[config.mk]
export PLATFORM = sky130hd
export DESIGN_NAME = mux4_rr_arbiter_flat
export DESIGN_NICKNAME = d
export VERILOG_FILES = /design/src/rtl/mux4_rr_arbiter_if.sv /design/src/rtl/mux4_rr_arbiter.sv /design/src/flat_wrapper.sv
export SDC_FILE = /design/constraint.sdc
export NUM_CORES = 1
export LEC_CHECK = 0
export CAP_MARGIN = 10
export CORE_MARGIN = 4
export CORE_UTILIZATION = 43
export DETAILED_ROUTE_END_ITERATION = 8
export GPL_ROUTABILITY_DRIVEN = 0
export PLACE_DENSITY = 0.86
export SYNTH_ARGS = -nofsm -noshare
export SYNTH_HDL_FRONTEND = slang
export SYNTH_SLANG_ARGS = --single-unit
[constraint.sdc]
create_clock -name clk -period 2.8 [get_ports clk]
set_clock_uncertainty 0.15 [all_clocks]
set_input_delay 0.56 -clock clk [delete_from_list [all_inputs] [get_ports clk]]
set_output_delay 0.56 -clock clk [all_outputs]
set_load 0.005 [all_outputs]
[src/rtl/mux4_rr_arbiter_if.sv]
// Bundle of the four requester lanes and the shared single-lane output of the 4:1 mux arbiter.
// The master side is the requesters and the consumer; the slave side is the arbiter.
interface mux4_rr_arbiter_if #(
   parameter int unsigned DW = 8
);
   logic [3:0]      req;
   logic [3:0]      last;
   logic [4*DW-1:0] din;
   logic [3:0]      gnt;
   logic [1:0]      sel;
   logic [DW-1:0]   dout;
   logic            dout_valid;
   logic            busy;

   modport master (
      output req,
      output last,
      output din,
      input  gnt,
      input  sel,
      input  dout,
      input  dout_valid,
      input  busy
   );

   modport slave (
      input  req,
      input  last,
      input  din,
      output gnt,
      output sel,
      output dout,
      output dout_valid,
      output busy
   );
endinterface

[src/rtl/mux4_rr_arbiter.sv]
// Round-robin arbiter that shares one 4:1 lane mux among four requesters, forwarding the
// granted lane's beats as registered data and bounding each grant by last or a hold count.
module mux4_rr_arbiter #(
   parameter int unsigned DW       = 8,
   parameter int unsigned MAX_HOLD = 4
) (
   input logic             clk,
   input logic             rst_n,
   mux4_rr_arbiter_if.slave bus
);

   localparam int unsigned CntW = $clog2(MAX_HOLD) + 1;

   typedef enum logic [0:0] {
      StIdle,
      StGrant
   } state_e;

   state_e          state_q, state_d;
   logic [1:0]      ptr_q, ptr_d;
   logic [CntW-1:0] cnt_q, cnt_d;
   logic [3:0]      gnt_q, gnt_d;
   logic [1:0]      sel_q, sel_d;
   logic [DW-1:0]   dout_q, dout_d;
   logic            dout_valid_q, dout_valid_d;

   logic [1:0]      win;
   logic [DW-1:0]   lane_data;
   logic            at_max;
   logic            grant_end;

   // First requesting lane searched upward from ptr, wrapping mod 4.
   function automatic logic [1:0] pick(input logic [3:0] r, input logic [1:0] p);
      logic [1:0] idx;
      logic       found;
      pick  = p;
      found = 1'b0;
      for (int i = 0; i < 4; i++) begin
         idx = p + 2'(i);
         if (!found && r[idx]) begin
            found = 1'b1;
            pick  = idx;
         end
      end
   endfunction

   assign win       = pick(bus.req, ptr_q);
   assign lane_data = bus.din[sel_q*DW +: DW];
   assign at_max    = (cnt_q == CntW'(MAX_HOLD - 1));

   always_comb begin
      state_d      = state_q;
      ptr_d        = ptr_q;
      cnt_d        = cnt_q;
      gnt_d        = gnt_q;
      sel_d        = sel_q;
      dout_d       = dout_q;
      dout_valid_d = 1'b0;
      grant_end    = 1'b0;

      unique case (state_q)
         StIdle: begin
            gnt_d = '0;
            cnt_d = '0;
            if (|bus.req) begin
               state_d = StGrant;
               gnt_d   = 4'b0001 << win;
               sel_d   = win;
            end
         end
         StGrant: begin
            if (bus.req[sel_q]) begin
               dout_d       = lane_data;
               dout_valid_d = 1'b1;
               cnt_d        = cnt_q + CntW'(1);
               grant_end    = bus.last[sel_q] || at_max;
            end else begin
               // Requester went away: release without taking a beat.
               grant_end = 1'b1;
            end
            if (grant_end) begin
               state_d = StIdle;
               gnt_d   = '0;
               cnt_d   = '0;
               ptr_d   = sel_q + 2'd1;
            end
         end
         default: state_d = StIdle;
      endcase
   end

   always_ff @(posedge clk or negedge rst_n) begin
      if (!rst_n) begin
         state_q      <= StIdle;
         ptr_q        <= '0;
         cnt_q        <= '0;
         gnt_q        <= '0;
         sel_q        <= '0;
         dout_q       <= '0;
         dout_valid_q <= 1'b0;
      end else begin
         state_q      <= state_d;
         ptr_q        <= ptr_d;
         cnt_q        <= cnt_d;
         gnt_q        <= gnt_d;
         sel_q        <= sel_d;
         dout_q       <= dout_d;
         dout_valid_q <= dout_valid_d;
      end
   end

   assign bus.gnt        = gnt_q;
   assign bus.sel        = sel_q;
   assign bus.dout       = dout_q;
   assign bus.dout_valid = dout_valid_q;
   assign bus.busy       = (state_q == StGrant);

endmodule

[src/flat_wrapper.sv]
// flat-port wrapper written by rule: the top's interface ports become plain ports
module mux4_rr_arbiter_flat 
#(
   parameter int unsigned DW       = 8,
   parameter int unsigned MAX_HOLD = 4
)
  (clk, rst_n, bus_req, bus_last, bus_din, bus_gnt, bus_sel, bus_dout, bus_dout_valid, bus_busy);
  mux4_rr_arbiter_if #(.DW(DW)) bus_i ();
  input logic clk;
  input logic rst_n;
  input wire logic [$bits(bus_i.req)-1:0] bus_req;
  input wire logic [$bits(bus_i.last)-1:0] bus_last;
  input wire logic [$bits(bus_i.din)-1:0] bus_din;
  output wire logic [$bits(bus_i.gnt)-1:0] bus_gnt;
  output wire logic [$bits(bus_i.sel)-1:0] bus_sel;
  output wire logic [$bits(bus_i.dout)-1:0] bus_dout;
  output wire logic [$bits(bus_i.dout_valid)-1:0] bus_dout_valid;
  output wire logic [$bits(bus_i.busy)-1:0] bus_busy;
  assign bus_i.req = bus_req;
  assign bus_i.last = bus_last;
  assign bus_i.din = bus_din;
  assign bus_gnt = bus_i.gnt;
  assign bus_sel = bus_i.sel;
  assign bus_dout = bus_i.dout;
  assign bus_dout_valid = bus_i.dout_valid;
  assign bus_busy = bus_i.busy;
  mux4_rr_arbiter #(.DW(DW), .MAX_HOLD(MAX_HOLD)) u_core (.clk(clk), .rst_n(rst_n), .bus(bus_i));
endmodule
After elaboration in Yosys (flattened, before gate mapping)
Index checks and enable logic that the tools add are counted.
- flip-flop bits (word level): 21
- output and inout bits: 16
- input port bits: 42
- muxes and demuxes: 31
- equal/unequal tests: 3
- bitwise operators: 1
- add/subtract/negate cells: 5
- reductions and logical operators: 11
- magnitude comparators: 5
- shift-type cells: 2
- operators with widths (cell ; count):
    indexed part select 32 x 6 -> 8 bit ; 1
    less-than comparator 2 x 3 -> 1 bit, second input constant ; 5
    2-to-1 mux 1 bit ; 15
    binary-select mux 1 bit (select 2 bit) ; 6
    2-to-1 mux 4 bit ; 2
    case mux 4 bit (2 select lines) ; 1
    2-to-1 mux 2 bit ; 3
    2-to-1 mux 3 bit ; 2
    case mux 3 bit (2 select lines) ; 1
    AND reduction 2 bit ; 3
    adder 2 x 1 -> 2 bit, second input constant ; 2
    adder 2 bit, second input constant ; 2
    OR reduction 4 bit ; 1
    << shifter 1 x 2 -> 4 bit, first input constant ; 1
    adder 3 x 1 -> 3 bit, second input constant ; 1
    == test 3 x 2 -> 1 bit, second input constant ; 1
    logical AND 1 bit ; 3
    zero test 1 bit ; 3
    inequality test 3 bit, second input constant ; 1
    inequality test 2 bit, second input constant ; 1
    case mux 1 bit (2 select lines) ; 1
    logical OR 1 bit ; 1
    NOT 1 bit ; 1

Logic depth before layout (Yosys ltp)
- depth in word-level cells: 15
- mapped depth: 6
- mapped depth without buffers: 6

Worst setup path before layout
No wires, ideal clock.
- kind: input port to flip-flop
- start: input port bus_req[3]
- end: register u_core.ptr_q[1]
- path buffers: 0
- arrival time: 1573 ps
- stages: 3
- required time: 2522 ps
- path slack: 949 ps
- cells stage by stage: mux4_2 -> a21boi_2 -> mux2_1
- longest elaborated chain between the ends: 5
- RTL lines (what ; RTL line ; RTL):
    start: declaration ; flat_wrapper.sv:11 ; input wire logic [$bits(bus_i.req)-1:0] bus_req;
    binary-select mux 1 bit (select 2 bit) ; mux4_rr_arbiter.sv:72 ; if (bus.req[sel_q]) begin
    2-to-1 mux 1 bit (not written as such) ; mux4_rr_arbiter.sv:72 ;
    2-to-1 mux 1 bit ; mux4_rr_arbiter.sv:72 ;
    2-to-1 mux 1 bit ; mux4_rr_arbiter.sv:61 ; unique case (state_q)
    AND reduction 2 bit (no source line) ; -- ;
    end signal: assignment ; mux4_rr_arbiter.sv:103 ; ptr_q <= ptr_d;
    end: declaration ; mux4_rr_arbiter.sv:20 ; logic [1:0] ptr_q, ptr_d;
Every way passes these cells. The select of a mux whose other input is x is not followed.
A chain may end at the register's enable or synchronous reset.

Worst setup path in the final report
- start: register u_core.sel_q[1], in the netlist u_core.bus.sel[1]
- end: output port bus_sel[1]
- RTL lines (what ; RTL line ; RTL):
    start: declaration ; mux4_rr_arbiter.sv:23 ; logic [1:0] sel_q, sel_d;
    start signal: assignment ; mux4_rr_arbiter.sv:106 ; sel_q <= sel_d;
    end: declaration ; flat_wrapper.sv:15 ; output wire logic [$bits(bus_i.sel)-1:0] bus_sel;
No word-level cell between the ends.

==> results.py <==
metrics = {
    "cts": {
        "cts_sinks": 21,
        "clk_latency_ps": 310,
        "numCtsBuffers": 3,
        "cts.clk_slew.worst_paths_ps": 120,
        "clk_root_buffer_cell": "clkbuf_4",
        "cts-resized-gates": 0,
        "cts_tree": "built",
        "postCtsSetupRepairBufs": 0,
        "htree_levels": 1,
        "clockBufferDepth": 2,
        "cts_hold_buf": 0,
    },
    "setup_path": {
        "crit_path_max_fanout": 14,
        "crit_required_ps": 2090,
        "end_kind": "output port",
        "worst_path_max_delay_cell": "dfrtp_1",
        "r2r_setup_slack_ps": 780,
        "critPathBufInv": 1,
        "critPathArrivalTime_ps": 1730,
        "r2r_start": "u_core.bus.sel[1]",
        "reg2reg_to": "u_core.ptr_q[1]",
        "path_cells": "clkdlybuf4s50_1",
        "critPathLaunchType": "flip-flop",
        "worst-r2r-cell-count": 4,
        "critical-path-max-stage-delay_ps": 770,
        "worstSetupPathType": "reg -> out",
        "cp_top_family": "flip-flops",
    },
    "finish": {
        "drive_gt1_share_pct": 18.8,
        "final_cells": 179,
        "final_cell_area_um2": 1810,
        "nets": 194,
        "num-fill-cells": 190,
        "syn2layout_area_growth_pct": 53.8,
        "num_antenna_cells": 0,
        "seq_area_um2": 526,
        "multi_input_area_um2": 627,
    },
    "global_routing": {
        "antenna_found_initial": 0,
        "grt_usage_pct": 17.3,
        "overflow": 0,
        "grt_max_degree": 22,
        "grtUsageMet3_pct": 4.89,
        "grt_use_met1_pct": 20.8,
        "first_global_vias": 1019,
        "grt_util_met2_pct": 31.3,
        "grt_pass1_wl_um": 4660,
        "grt-busiest-layer": "met2",
    },
    "yosys": {
        "synth-seq-area-share_pct": 44.5,
        "yosysWarnings": 0,
        "ys_ff_latch": 21,
        "netlist_instances": 89,
        "synth.avg_cell_area_um2": 13.3,
        "syn_area_um2": 1180,
        "syn_nets": 133,
        "ys_types": 34,
    },
    "place": {
        "dp_slack_ps": 347,
        "hpwl_um": 2490,
        "port_buffers": 57,
        "placed_cells": 175,
        "dpl_cell_area_um2": 1790,
    },
    "floorplan": {
        "die_h_um": 60.4,
        "die-area_um2": 3650,
        "initial_core_util_pct": 46.4,
        "coreArea_um2": 2540,
        "io_pins": 58,
        "die_w_um": 60.4,
        "row_count": 18,
    },
    "hold_path": {
        "whs_path_depth": 1,
        "hold_class": "reg -> reg",
        "hold_path_end": "u_core.cnt_q[0]",
        "min_from": "u_core.cnt_q[0]",
    },
    "timing": {
        "grt_setup_unrepaired": "no",
        "setup_ws_ps": 362,
        "fin_hold_ws_ps": 295,
        "setup_viol": 0,
        "setup_tns_ps": 0,
        "tightest_slew_ps": 889,
        "slew_viol_final": 0,
        "clock.fmax_mhz": 410,
        "post-route-min-period_ps": 2440,
        "hold_viol": 0,
        "fin_crit_sh_pct": 87.1,
        "relSlewSlack_pct": 40.5,
    },
    "drt": {
        "ant_nets": 0,
        "drc": 0,
        "num_vias": 1017,
        "vias_per_cell": 5.68,
        "drt_iter0_drc": 19,
        "wl_per_cell_um": 16.9,
        "drt_first_pass_iters": 4,
        "routed_wl_um": 3030,
    },
    "power": {
        "vdd_drop_max_uv": 708,
        "p_per_area_nw_per_um2": 895,
        "p_leak_nw": 0.765,
    },
    "outcome": {
        "status": "finished, final reports clean",
    },
    "flow_run": {
        "drv_cap": 0,
    },
}
## registers in the layout, indices dropped and copies added (netlist names)
signal and flops:
u_core.bus.dout_valid 1, u_core.ptr_q 2, u_core.bus.gnt 4, u_core.cnt_q 3
u_core.bus.dout 8, u_core.bus.busy 1, u_core.bus.sel 2
## where the power goes
group          switching (W)  leakage [nW]  internal (W)
Combinational       0.000309         0.487      0.000574
Sequential          0.000154         0.260      0.000439
Clock              0.0000950        0.0177     0.0000534
Total               0.000558         0.765       0.00107
## layer usage
layer / up-vias / routed length (um)
met5: - / 0
met1: 496 / 1080
met2: 59 / 1530
li1: 460 / -
met4: 0 / 14
met3: 2 / 403
## cell usage after synthesis
cell | number | area (um2)
a21boi_2 | 1 | 11.3
a21o_1 | 1 | 7.51
a21oi_1 | 1 | 5.00
a22o_1 | 1 | 8.76
a2bb2oi_1 | 1 | 8.76
a32o_1 | 2 | 20.0
and2_1 | 1 | 6.26
and3b_1 | 1 | 8.76
buf_2 | 1 | 5.00
clkbuf_1 | 1 | 3.75
dfrtp_1 | 21 | 526
ha_1 | 2 | 25.0
inv_1 | 5 | 18.8
mux2_1 | 1 | 11.3
mux2_2 | 9 | 101
mux2i_1 | 3 | 30.0
mux4_2 | 9 | 203
nand2_1 | 4 | 15.0
nand2_4 | 1 | 11.3
nand2b_1 | 1 | 6.26
nand3_1 | 1 | 5.00
nor2_1 | 5 | 18.8
nor2b_1 | 4 | 25.0
nor2b_2 | 1 | 8.76
nor3_1 | 1 | 5.00
o2111ai_1 | 1 | 8.76
o211a_1 | 1 | 10.0
o211ai_1 | 1 | 7.51
o21ai_0 | 2 | 10.0
o2bb2ai_1 | 1 | 8.76
o32ai_1 | 1 | 8.76
o41ai_2 | 1 | 16.3
or2_2 | 1 | 6.26
xor2_1 | 1 | 8.76
## worst register-to-register path, cell delays in order (launching register included)
cell and delay [ps]:
dfrtp_1 770, mux2i_1 180, a22o_1 300, a21boi_2 190
mux2_1 330
## area by class of cell
class / count / area share, %
Clock inverter: 1 / 0.276
Clock buffer: 3 / 1.24
Timing Repair Buffer: 58 / 31.9
Sequential cell: 21 / 29.0
Inverter: 5 / 1.03
Multi-Input combinational cell: 61 / 34.6
Tap cell: 30 / 2.07
## cells in the final DEF, fill, tap and decap left out, drive strengths merged
cell / netlist / routed
mux2i: 3 / 3
buf: 1 / 1
clkbuf: 1 / 3
o211a: 1 / 1
a32o: 2 / 2
nor2b: 5 / 5
a21boi: 1 / 1
mux4: 9 / 9
clkinv: 0 / 1
clkdlybuf4s50: 0 / 57
nor3: 1 / 1
nor2: 5 / 5
o21ai: 2 / 2
o2bb2ai: 1 / 1
a22o: 1 / 1
o211ai: 1 / 1
mux2: 10 / 10
xor2: 1 / 1
inv: 5 / 5
and2: 1 / 1
dfrtp: 21 / 21
a2bb2oi: 1 / 1
o2111ai: 1 / 1
or2: 1 / 1
a21o: 1 / 1
a21oi: 1 / 1
nand3: 1 / 1
ha: 2 / 2
nand2: 5 / 5
o32ai: 1 / 1
o41ai: 1 / 1
and3b: 1 / 1
nand2b: 1 / 1
## logic make-up (layout without fill, tap and decap cells)
| family | count (synthesis) | in the layout | share of synthesized area, % |
|---|---|---|---|
| adders and majority gates | 2 | 2 | 2.12 |
| muxes | 22 | 22 | 29.3 |
| AOI/OAI and AO/OA | 15 | 15 | 11.1 |
| buffers and inverters | 7 | 67 | 2.33 |
| DFF | 21 | 21 | 44.5 |
| xor gates and xnor gates | 1 | 1 | 0.742 |
| and+or+nand+nor | 21 | 21 | 9.86 |
## stage by stage
step,total power (W),utilization (%)
after floorplan,0.00108,-
after global placement,0.00145,70.2
after detailed placement,0.00149,70.2
after CTS,0.00164,71.3
after global routing,0.00174,71.3
final,0.00162,71.3
## worst max-delay path by stage
stage | slack, ps | depth (start not counted) | to | startpoint
2_1_floorplan | 950 | 3 | u_core.ptr_q[1] | bus_req[3]
3_3_place_gp | 380 | 4 | u_core.ptr_q[1] | bus_req[3]
3_5_place_dp | 350 | 4 | u_core.bus.dout[7] | bus_req[3]
4_1_cts | 350 | 1 | bus_sel[1] | u_core.bus.sel[1]
5_1_grt | 290 | 1 | bus_sel[1] | u_core.bus.sel[1]
6_report | 360 | 1 | bus_sel[1] | u_core.bus.sel[1]
Note: power is estimated with default switching activity, not from simulation.
==> RTL edit 1, RTL diff (same flow settings) <==
Make the reset (`rst_n`) synchronous in one clocked block.
--- a/src/rtl/mux4_rr_arbiter.sv
+++ b/src/rtl/mux4_rr_arbiter.sv
@@ -91,3 +91,3 @@
 
-   always_ff @(posedge clk or negedge rst_n) begin
+   always_ff @(posedge clk) begin
       if (!rst_n) begin
Behaviour: differs if rst_n is asserted again (counterexample within 4 cycles, from zero or initial values and one cycle with rst_n low); with rst_n held inactive, the same outputs for 10 cycles.
==> RTL edit 1 against the original RTL <==
Setup slack improved by 130 ps; design area is 2.3% lower; synthesized cell count increased by 24%; routed wire length is 4.0% higher; synthesized area shrank 4.9%; sequential cell count unchanged; die area decreased by 4.2%.
Power is not compared: it rests on default switching activity, and its combinational part moved more than twofold at a synthesized area within 25%.
==> RTL edit 1: results <==
min_path:
  worstHoldStart: "u_core.cnt_q[0]"
finish:
  fillerInstances: 192
  drive_above_1_share_pct: 10.7
  finish.cell_count_without_fillers: 199
  layout.nets: 214
worst_setup_path:
  timing.critical_path.max_delay_family: "buffers and inverters"
  critPathLaunch: "u_core.bus.sel[0]"
  path_max_fanout: 9
  worst_path_largest_cell_delay_ps: 530
  crit_slowest_cell: "clkdlybuf4s50_1"
  reg2reg_setup_slack_ps: 750
  worst_ep_arrival_ps: 1600
global_routing:
  grt_pass1_wl_um: 4710
  globalRouteTotalUtil_pct: 17.4
  grt_pass1_vias: 1099
  maximum_number_of_pins_on_one_net_before_global_route_repair: 14
synthesis:
  synthArstFlopShare_pct: 0
  synth_top_area_cells: "dfxtp_1 (37%), mux4_2 (18%), mux2i_1 (8.9%), nor2_1 (4.7%), nand2_1 (3.7%)"
  synth_seq_area_share_pct: 37.5
  synthDistinctLibCells: 28
  syn-instance-count: 110
  most_used_standard_cells_in_the_synthesized_netlist: "dfxtp_1 (21), nor2_1 (14), nand2_1 (11)"
  synth.net_count: 154
routing:
  routed_wire_length_per_instance_um: 15.8
  drt_first_iter_violations: 42
  num_vias: 1101
placement:
  placed_wire_length_estimate_um: 2570
run_status:
  outcome: "complete, no violations"
clock_network:
  post-cts-setup-buffers: 0
sta:
  slew-limit-headroom_pct: 65.8
  hold_slack_ps: 281
  max_slew.worst_pin.slew_ps: 509
-- RTL edit 1: cell count changes in the layout (fill, tap and decap cells not counted), moves of 3 or more --
cell,delta
mux2_2,-9
nand2_1,+7
nor3_1,+3
mux2i_1,+7
nor2_1,+9
dfxtp_1,+21
a21oi_1,+3
dfrtp_1,-21
o21ai_0,+3
-- RTL edit 1: cells by family after synthesis --
logic type,share of synthesized area (%)
flops,37.5
buf+inv,3.23
fa+ha+maj,2.23
compound gates,8.81
simple gates,18.2
xor+xnor,0.781
mux,29.3
-- RTL edit 1: metal layers --
metal	up-vias	part of all wire, %	GRT usage [%]
li1	522	-	-
met1	512	35	17.5
met2	61	51	33.4
met3	6	12	5.88
met4	0	1.0	5.18
met5	-	0	0
-- RTL edit 1: worst paths after layout --
check	to	cells after the start
max	bus_sel[0]	2
min reg2reg	u_core.cnt_q[0]	1
min	u_core.cnt_q[0]	1
max reg2reg	u_core.ptr_q[0]	4
-- RTL edit 1: layout make-up --
class                           count  area [um2]  area share (%)
Clock buffer                        3        22.5            1.27
Inverter                            4        15.0           0.847
Sequential cell                    21         420            23.7
Timing Repair Buffer               60         606            34.2
Clock inverter                      1        5.00           0.282
Tap cell                           30        37.5            2.12
Multi-Input combinational cell     80         666            37.6
-- RTL edit 1: through the flow --
| step | setup WS [ps] | power (mW) | cell area (um2) | utilization [%] |
|---|---|---|---|---|
| floorplan | 868 | 0.501 | 1120 | - |
| global placement | 306 | 0.638 | 1740 | 70.4 |
| detailed placement | 238 | 0.647 | 1740 | 70.4 |
| CTS | 459 | 0.789 | 1770 | 71.5 |
| global route | 381 | 0.826 | 1770 | 71.5 |
| finish | 489 | 0.785 | 1770 | 71.5 |
==> RTL edit 2, RTL diff (same flow settings) <==
Without the edit above. `DW` is set to 8 in 3 places; all go to 10.
--- a/src/rtl/mux4_rr_arbiter_if.sv
+++ b/src/rtl/mux4_rr_arbiter_if.sv
@@ -3,3 +3,3 @@
 interface mux4_rr_arbiter_if #(
-   parameter int unsigned DW = 8
+   parameter int unsigned DW = 10
 );
--- a/src/rtl/mux4_rr_arbiter.sv
+++ b/src/rtl/mux4_rr_arbiter.sv
@@ -3,3 +3,3 @@
 module mux4_rr_arbiter #(
-   parameter int unsigned DW       = 8,
+   parameter int unsigned DW       = 10,
    parameter int unsigned MAX_HOLD = 4
--- a/src/flat_wrapper.sv
+++ b/src/flat_wrapper.sv
@@ -3,3 +3,3 @@
 #(
-   parameter int unsigned DW       = 8,
+   parameter int unsigned DW       = 10,
    parameter int unsigned MAX_HOLD = 4
Interface: changed (resized bus_din and bus_dout); port bits go from 58 to 68. The function was not compared with the original's and may differ.
==> RTL edit 2 against the original RTL <==
Critical path depth up 4; synthesized area up 13%; sequential cell count up 2; global-route usage up 0.23 points; die area up 12%; design area up 14%; setup slack better by 160 ps; total power up 16%; routed wire length up 15%.
==> RTL edit 2: results <==
global_routing:
  antenna_found_initial: 0
  grt_pass1_vias: 1140
  globalRouteTotalUtil_pct: 17.5
  grt_pass1_wl_um: 5630
  maximum_number_of_pins_on_one_net_before_global_route_repair: 24
power_and_ir_drop:
  worst_ir_drop_vdd_mv: 0.616
  p_leak_nw: 0.878
placement:
  dp_slack_ps: 185
  placed_wire_length_estimate_um: 2890
  place_area_mm2: 0.00204
worst_setup_path:
  setup.worst_path.end_class: "flop"
  path_max_fanout: 12
  worstReg2RegEnd: "u_core.bus.gnt[0]"
  timing.critical_path.max_delay_family: "multiplexers"
  critPathLaunch: "bus_req[1]"
  crit_slowest_cell: "mux4_2"
  worst_ep_arrival_ps: 2330
  worst_path_largest_cell_delay_ps: 530
finish:
  drive_above_1_share_pct: 20.6
  multi_input_logic_portion_of_the_cell_area_pct: 34.2
  nonClockBufferCount: 72
  n_clock_buffer: 4
  multiInputGateArea_um2: 706
  fillerInstances: 218
  inv_count: 3
  largest_register_ffs: 10
  n_multi_input_combinational_cell: 63
  seq_cells: 23
synthesis:
  synth.net_count: 146
  synth.area.mux_share_pct: 33.4
  synthDistinctLibCells: 33
  synth_xor_area_share_pct: 0.655
  compound_cell_area_share_of_the_yosys_netlist_pct: 9.26
  synth_seq_area_share_pct: 43.0
  most_used_standard_cells_in_the_synthesized_netlist: "dfrtp_1 (23), mux4_2 (11), mux2_4 (9)"
  synth_top_area_cells: "dfrtp_1 (43%), mux4_2 (19%), mux2_4 (10%), mux2_2 (2.5%), nor2b_1 (2.3%)"
  adder_and_majority_cell_fraction_of_the_synthesized_area_pct: 1.87
sta:
  max_slew.worst_pin.slew_ps: 437
  fmax_mhz: 439
routing:
  viasPerCell: 5.51
  firstDrtPassIters: 6
  drt_first_iter_violations: 42
run_status:
  outcome: "complete, no violations"
[RTL edit 2: changes by cell type after synthesis, sizes merged, moves of 2 or more]
cell	delta
a22o	+2
dfrtp	+2
mux4	+2
buf	+3
a32o	-2
inv	-2
mux2	+2
nand2	-2
o22ai	+2
[RTL edit 2: power breakdown]
group	total [mW]	switching (mW)	internal, mW
registers	0.619	0.135	0.484
logic	1.12	0.391	0.728
clock network	0.149	0.0933	0.0555
[RTL edit 2: through the flow]
step	cells	util [%]
2_1_floorplan	94	-
3_3_place_gp	192	71.5
3_5_place_dp	192	71.5
4_1_cts	196	72.4
5_1_grt	196	72.4
6_report	196	72.4
[RTL edit 2: per-layer routing]
metal	vias up	share of wire (%)	GRT usage, %
met5	-	0	0
met4	0	1.3	7.28
met3	4	5.6	2.98
met2	34	53	30.9
met1	540	40	21.3
li1	501	-	-
